--- config.mk ---
export PLATFORM = sky130hd
export DESIGN_NAME = seq_div_flat
export DESIGN_NICKNAME = d
export VERILOG_FILES = /design/src/rtl/seq_div_if.sv /design/src/rtl/seq_div.sv /design/src/flat_wrapper.sv
export SDC_FILE = /design/constraint.sdc
export NUM_CORES = 1
export LEC_CHECK = 0
export CORE_MARGIN = 2
export CORE_UTILIZATION = 61
export CTS_BUF_LIST = sky130_fd_sc_hd__clkbuf_4
export CTS_CLUSTER_SIZE = 24
export DETAILED_ROUTE_END_ITERATION = 7
export PLACE_DENSITY = 0.84
export REMOVE_ABC_BUFFERS = 1
export SKIP_LAST_GASP = 1
export SLEW_MARGIN = 20
export SYNTH_ARGS = -nofsm -noshare
export SYNTH_HDL_FRONTEND = slang
export SYNTH_SLANG_ARGS = --single-unit
export TNS_END_PERCENT = 20
--- constraint.sdc ---
create_clock -name clk -period 5.6 [get_ports clk]
set_input_delay 1.68 -clock clk [delete_from_list [all_inputs] [get_ports clk]]
set_output_delay 1.68 -clock clk [all_outputs]
set_load 0.05 [all_outputs]
--- src/rtl/seq_div_if.sv ---
// Handshake and data bundle for the sequential divider.
interface seq_div_if #(
  parameter int unsigned XLEN = 32
);
  logic            start;
  logic [1:0]      op;
  logic [XLEN-1:0] dividend;
  logic [XLEN-1:0] divisor;
  logic            busy;
  logic            done;
  logic [XLEN-1:0] result;

  modport master (
    output start, op, dividend, divisor,
    input  busy, done, result
  );

  modport slave (
    input  start, op, dividend, divisor,
    output busy, done, result
  );
endinterface

--- src/rtl/seq_div.sv ---
// Multi-cycle restoring divider for RV32M DIV/DIVU/REM/REMU, one quotient bit per cycle.
// Divide-by-zero and signed overflow bypass the iteration and finish in one cycle.
module seq_div #(
  parameter int unsigned XLEN = 32
) (
  input logic     clk,
  input logic     rst_n,
  seq_div_if.slave bus
);

  localparam logic [1:0] IDLE = 2'd0;
  localparam logic [1:0] CALC = 2'd1;
  localparam logic [1:0] DONE = 2'd2;
  localparam logic [5:0] LAST = 6'(XLEN - 1);

  logic [1:0]      state;
  logic [5:0]      cnt;
  logic [XLEN-1:0] q;
  logic [XLEN-1:0] d;
  logic [XLEN-1:0] r;
  logic [XLEN-1:0] result;
  logic            is_rem;
  logic            negq;
  logic            negr;

  logic            sgn;
  logic            a_neg;
  logic            b_neg;
  logic            div0;
  logic            ovf;
  logic [XLEN-1:0] min_val;
  logic [XLEN-1:0] a_mag;
  logic [XLEN-1:0] b_mag;

  always_comb begin
    min_val          = '0;
    min_val[XLEN-1]  = 1'b1;
    sgn   = ~bus.op[0];
    a_neg = sgn & bus.dividend[XLEN-1];
    b_neg = sgn & bus.divisor[XLEN-1];
    a_mag = a_neg ? -bus.dividend : bus.dividend;
    b_mag = b_neg ? -bus.divisor  : bus.divisor;
    div0  = (bus.divisor == '0);
    ovf   = sgn && (bus.dividend == min_val) && (bus.divisor == '1);
  end

  // Partial remainder shifted left with the next dividend bit; a clear top bit
  // of the difference means the divisor fits and the quotient bit is 1.
  logic [XLEN:0]   rs;
  logic [XLEN:0]   diff;
  logic            fits;
  logic [XLEN-1:0] r_nx;
  logic [XLEN-1:0] q_nx;
  logic [XLEN-1:0] quot_f;
  logic [XLEN-1:0] rem_f;

  always_comb begin
    rs     = {r, q[XLEN-1]};
    diff   = rs - {1'b0, d};
    fits   = ~diff[XLEN];
    r_nx   = fits ? diff[XLEN-1:0] : rs[XLEN-1:0];
    q_nx   = {q[XLEN-2:0], fits};
    quot_f = negq ? -q_nx : q_nx;
    rem_f  = negr ? -r_nx : r_nx;
  end

  always_ff @(posedge clk or negedge rst_n) begin
    if (!rst_n) begin
      state  <= IDLE;
      cnt    <= '0;
      q      <= '0;
      d      <= '0;
      r      <= '0;
      result <= '0;
      is_rem <= 1'b0;
      negq   <= 1'b0;
      negr   <= 1'b0;
    end else begin
      case (state)
        IDLE: begin
          if (bus.start) begin
            is_rem <= bus.op[1];
            negq   <= a_neg ^ b_neg;
            negr   <= a_neg;
            q      <= a_mag;
            d      <= b_mag;
            r      <= '0;
            cnt    <= '0;
            if (div0) begin
              result <= bus.op[1] ? bus.dividend : '1;
              state  <= DONE;
            end else if (ovf) begin
              result <= bus.op[1] ? '0 : bus.dividend;
              state  <= DONE;
            end else begin
              state  <= CALC;
            end
          end
        end
        CALC: begin
          q   <= q_nx;
          r   <= r_nx;
          cnt <= cnt + 6'd1;
          if (cnt == LAST) begin
            result <= is_rem ? rem_f : quot_f;
            state  <= DONE;
          end
        end
        DONE:    state <= IDLE;
        default: state <= IDLE;
      endcase
    end
  end

  assign bus.busy   = (state != IDLE);
  assign bus.done   = (state == DONE);
  assign bus.result = result;

endmodule
--- src/flat_wrapper.sv ---
// flat-port wrapper written by rule: the top's interface ports become plain ports
module seq_div_flat 
#(
  parameter int unsigned XLEN = 32
)
  (clk, rst_n, bus_start, bus_op, bus_dividend, bus_divisor, bus_busy, bus_done, bus_result);
  seq_div_if #(.XLEN(XLEN)) bus_i ();
  input logic clk;
  input logic rst_n;
  input wire logic [$bits(bus_i.start)-1:0] bus_start;
  input wire logic [$bits(bus_i.op)-1:0] bus_op;
  input wire logic [$bits(bus_i.dividend)-1:0] bus_dividend;
  input wire logic [$bits(bus_i.divisor)-1:0] bus_divisor;
  output wire logic [$bits(bus_i.busy)-1:0] bus_busy;
  output wire logic [$bits(bus_i.done)-1:0] bus_done;
  output wire logic [$bits(bus_i.result)-1:0] bus_result;
  assign bus_i.start = bus_start;
  assign bus_i.op = bus_op;
  assign bus_i.dividend = bus_dividend;
  assign bus_i.divisor = bus_divisor;
  assign bus_busy = bus_i.busy;
  assign bus_done = bus_i.done;
  assign bus_result = bus_i.result;
  seq_div #(.XLEN(XLEN)) u_core (.clk(clk), .rst_n(rst_n), .bus(bus_i));
endmodule
== After elaboration in Yosys (flattened, before gate mapping) ==
Index checks and enable logic that the tools add are counted.
Cells by class
  equality and inequality tests: 8
  bitwise gates (word level): 5
  reduce and logical (&&, ||, !) cells: 10
  multiplexer cells: 24
  $add $sub $neg: 6
Operators by type and width (count)
  $mux W32: 14
  $pmux W32 S2: 3
  $neg A32 Y32: 4
  $eq A32 B32 Y1 const B: 2
  $sub A33 B32 Y33: 1
  $logic_not A32 Y1: 1
  $pmux W6 S2: 1
  $mux W2: 4
  $add A6 B1 Y6 const B: 1
  $eq A6 B5 Y1 const B: 1
  $mux W6: 1
  $reduce_and A2 Y1: 3
  $pmux W2 S2: 1
  $reduce_and A4 Y1: 1
  $reduce_bool A2 Y1: 2
  $ne A3 B1 Y1 const B: 1
  $and A1 B1 Y1: 2
  $eq A2 B1 Y1 const B: 1
  $eq A2 B2 Y1 const B: 1
  $logic_and A1 B1 Y1: 2
  $logic_not A2 Y1: 1
  $ne A2 B1 Y1 const B: 1
  $ne A2 B2 Y1 const B: 1
  $not A1 Y1: 2
  $xor A1 B1 Y1: 1
Word-level totals
  word-level logic and storage cells: 62
  bits of input ports: 69
  register bits: 139
  output and inout bits: 34

== Depth between registers and ports, before layout ==
  depth in word-level cells: 7
  depth in mapped cells: 21
  depth with buffers taken out: 18

== Least setup slack after synthesis ==
OpenSTA, ideal clock, no wires.
  path type: register -> register
  start point: register u_core.r[10]
  end point: register u_core.result[24], in the netlist u_core.bus.result[24]
  library setup time: 104 ps
  arrival: 4414 ps
  stages on the path, launching flop included: 20
  data required time: 5496 ps
  path buffers: 3
  setup slack: 1083 ps
  clock period less this slack: 4517 ps
  cell sequence: dfrtp_1 ha_1 a21o_1 o21bai_1 a221o_1 o21a_1 nor3_4 nor2_2 inv_1 buf_2 buf_2 buf_2 nor2_1 a21oi_1 ha_1 o2111ai_1 or3_4 nor2_1 mux2_2 a221oi_1
On the way
  cells in the longest elaborated chain, start to end: 7
  elaborated cells between the ends (all ways): 10
  classes of those cells: 3 x add/sub; 6 x mux; 1 x bitwise
RTL lines
  start: declaration: line seq_div.sv:20  | logic [XLEN-1:0] r;
  start signal: assignment: line seq_div.sv:102  | r <= r_nx;
  $sub A33 B32 Y33: line seq_div.sv:59  | diff = rs - {1'b0, d};
  $mux W32 or $not A1 Y1 (tied branches): line seq_div.sv:61, seq_div.sv:60
  $neg A32 Y32, on equally long branches: line seq_div.sv:64, seq_div.sv:63
  $mux W32, on equally long branches: line seq_div.sv:64, seq_div.sv:63
  $mux W32 (*): line seq_div.sv:105  | result <= is_rem ? rem_f : quot_f;
  $mux W32 (*): line seq_div.sv:104  | if (cnt == LAST) begin
  $pmux W32 S2 (*): line seq_div.sv:79  | case (state)
  end signal: assignment: line seq_div.sv:90  | result <= bus.op[1] ? bus.dividend : '1;
  end signal: assignment: line seq_div.sv:93  | result <= bus.op[1] ? '0 : bus.dividend;
  end signal: assignment: line seq_div.sv:105
  end: declaration: line seq_div.sv:21  | logic [XLEN-1:0] result;
Every way passes the cells marked *; elsewhere a longest branch is shown, timed or not. The select of a mux whose other input is x is not followed.
A chain may end at the register's enable or synchronous reset.

== Worst setup path after layout ==
  start point: register u_core.r[28]
  end point: register u_core.result[26], in the netlist u_core.bus.result[26]
On the way
  cells in the longest elaborated chain, start to end: 7
  elaborated cells between the ends (all ways): 10
  classes of those cells: 3 x add/sub; 6 x mux; 1 x bitwise
RTL lines (line)
  $sub A33 B32 Y33 (*): seq_div.sv:59
  $mux W32 or $not A1 Y1 (tied branches): seq_div.sv:61, seq_div.sv:60
  $neg A32 Y32, on equally long branches: seq_div.sv:64, seq_div.sv:63
  $mux W32, on equally long branches: seq_div.sv:64, seq_div.sv:63
  $mux W32 (*): seq_div.sv:105
  $mux W32 (*): seq_div.sv:104
  $pmux W32 S2 (*): seq_div.sv:79
Marked as above.

==> flow_metrics.tcl <==
set metrics [dict create \
    hold_viol_final 0 \
    cp-end-kind "flop" \
    wl_mm 37.1 \
    cts_resized 0 \
    numClockSinks 139 \
    dieArea_um2 20100 \
    cp-start-kind "flop" \
    clk_latency_ns 0.60 \
    drt_drc_violations_left 0 \
    synth_edf_count 0 \
    syn_area_um2 11600 \
    cp_slowest_cell "a221oi_1" \
    synth_warnings 0 \
    gr-total-overflow 0 \
    drt_iter0_drc 1379 \
    ys_top_cells_by_area "dfrtp_1 (30%), o21ai_0 (7.9%), nand2_1 (4.8%), xnor2_1 (4.8%), a21oi_1 (4.5%)" \
    grt_max_degree 83 \
    min_path_type "reg -> reg" \
    synthAdderAreaFrac 0.0445 \
    start_util 0.620 \
    async_reset_ff_frac 1.00 \
    grt_antenna_before_repair 0 \
    synth-xor-area-share 0.0899 \
    path_clk_slew_ns 0.13 \
    dr.pass1.iters 7 \
    cp.required_ns 6.08 \
    yosysTopAreaCell "dfrtp_1" \
    finalCritPeriodShare 0.872 \
    htree_num_levels 4 \
    ys_seq_area_frac 0.300 \
    die_width_um 142 \
    syn_inst 1476 \
    drive_gt1_frac 0.0604 \
    antenna_left 0 \
    synth_compound_area_frac 0.292 \
    worst-setup-path-type "reg -> reg" \
    cp.arrival_ns 5.36 \
    skew_ns 0.0259 \
    cts_root_buf "clkbuf_4" \
    synth_simple_gate_area_share 0.196 \
    synth-seq-cells 139 \
    place_congestion 0.949 \
    boundaryPins 103 \
    period_needed_ns 4.89 \
    grt_pass1_wl_mm 59.4 \
    synth_top_family_by_area "compound AO/OA/AOI/OAI gates" \
    final_nets 1652 \
    viasPerCell 6.74 \
    maxCapViolations 0 \
    clock.fmax_mhz 205 \
    core_area_um2 18700 \
    fin_setup_tns_ns 0 \
    syn_avg_cell_area_um2 7.85 \
    cts_max_path_buffers 2 \
    die_h_um 142 \
    rsz0062_at_grt "no" \
    cp_top_family "compound AO/OA/AOI/OAI gates" \
    cp_cell_sequence "ha_1 > a21o_1 > a21o_1 > a221oi_1 > a21boi_0 > a21boi_2 > nor2_4 > inv_1 > a21oi_1 > ha_1 > o2111ai_1 > or3_4 > or3_1 > a31oi_1 > o31ai_1" \
    diodes 0 \
    track_usage 0.376 \
    routedWlPerCell_um 20.7 \
    rows 50 \
    cts_tree "built" \
    netlist.area_leader.share 0.300 \
    slowest_delay_ns 0.46 \
    postCtsSetupBuffers 0 \
    worst_pin_slew_ns 0.998 \
    timing.final.max_slew_violations 0 \
    setup_viol 0 \
    muxShareOfSynthArea 0.0286 \
    synth.distinct_cells 82 \
    via_count 12066 \
    cts_hold_buffers 0 \
    hpwl_mm 27.9 \
    cp_num_buf_inv 1 \
    mostFrequentLayoutCell "o21ai_0" \
    status "finished clean" \
    mostFrequentLayoutCells "o21ai_0 (184), nand2_1 (147), dfrtp_1 (138), nor2_1 (110), a21oi_1 (105)" \
    io_buffers 102 \
    synth_ff_type "dfrtp_1" \
    numCtsBuffers 17 \
    slew_headroom 0.335 \
    grt_pass1_vias 11323 \
    syn_to_final_growth_pct 13.0 \
    cp_max_fo 12 \
]
final timing paths:
check | from | end | slack [ns] | depth (start not counted)
hold reg to reg | u_core.bus.result[26]$_DFFE_PN0P_ | u_core.bus.result[26]$_DFFE_PN0P_ | 0.49 | 2
min in group asynchronous | rst_n | u_core.d[23]$_DFFE_PN0P_ | 1.12 | 1
max in group asynchronous | rst_n | u_core.q[19]$_DFFE_PN0P_ | 3.47 | 2
setup / recovery | u_core.r[28]$_DFFE_PN0P_ | u_core.bus.result[26]$_DFFE_PN0P_ | 0.71 | 15
hold / removal | u_core.bus.result[26]$_DFFE_PN0P_ | u_core.bus.result[26]$_DFFE_PN0P_ | 0.49 | 2
setup reg to reg | u_core.r[28]$_DFFE_PN0P_ | u_core.bus.result[26]$_DFFE_PN0P_ | 0.71 | 15
logic make-up (layout without fill, tap and decap cells):
family,after synthesis,count (layout)
simple gates,467,467
buf+inv,143,224
fa+ha+maj,41,41
flops,139,139
compound gates,535,535
xor+xnor,119,119
mux,32,32
Yosys cell counts (30+ instances only):
master      n
a21oi_1   105
a22oi_1    37
clkbuf_1   63
dfrtp_1   139
ha_1       38
inv_1      57
nand2_1   148
nor2_1    110
nor3_1     43
o21ai_0   184
o31ai_1    30
xnor2_1    63
xor2_1     56
area by class of cell:
class / count / area, um^2
flip-flops and latches: 139 / 3480
fillers: 1643 / 5600
well taps: 234 / 293
repair buffers: 132 / 1250
clock inverters: 15 / 164
clock buffers: 17 / 128
inverters: 60 / 225
multi-input cells: 1194 / 7570
worst reg2reg max path, cell delays in order, from the launching register on:
cell       delay (ns)
dfrtp_1          0.44
ha_1             0.39
a21o_1           0.22
a21o_1           0.17
a221oi_1         0.46
a21boi_0         0.45
a21boi_2         0.15
nor2_4           0.13
inv_1            0.23
a21oi_1          0.39
ha_1             0.33
o2111ai_1        0.25
or3_4            0.43
or3_1            0.36
a31oi_1          0.27
o31ai_1          0.11
metrics by stage:
stage          instances  setup slack, ns  instance area [um^2]   util  hold slack (ns)
2_1_floorplan       1393           -0.130                 11300      -            0.450
3_3_place_gp        1759            0.495                 12800  0.685            0.462
3_5_place_dp        1759            0.440                 12800  0.685            0.469
4_1_cts             1791            0.764                 13100  0.700            0.498
5_1_grt             1791            0.330                 13100  0.700            0.526
6_report            1791            0.714                 13100  0.700            0.493
flip-flops by register name (all words and copies together), names as in the netlist:
name,cells
u_core.bus.result,32
u_core.negr,1
u_core.is_rem,1
u_core.q,32
u_core.cnt,6
u_core.r,32
u_core.d,32
u_core.negq,1
u_core.state,2
layer usage:
| metal | routed length (um) | GRT usage | part of all wire |
|---|---|---|---|
| met1 | 15400 | 0.504 | 0.41 |
| met4 | 1480 | 0.158 | 0.040 |
| met3 | 3380 | 0.0773 | 0.091 |
| met2 | 16900 | 0.597 | 0.46 |
| met5 | 0 | 0 | 0 |
Power is left out: the tool's default activity adds up to more than one toggle a clock period on the data nets, which glitch-free logic cannot reach.
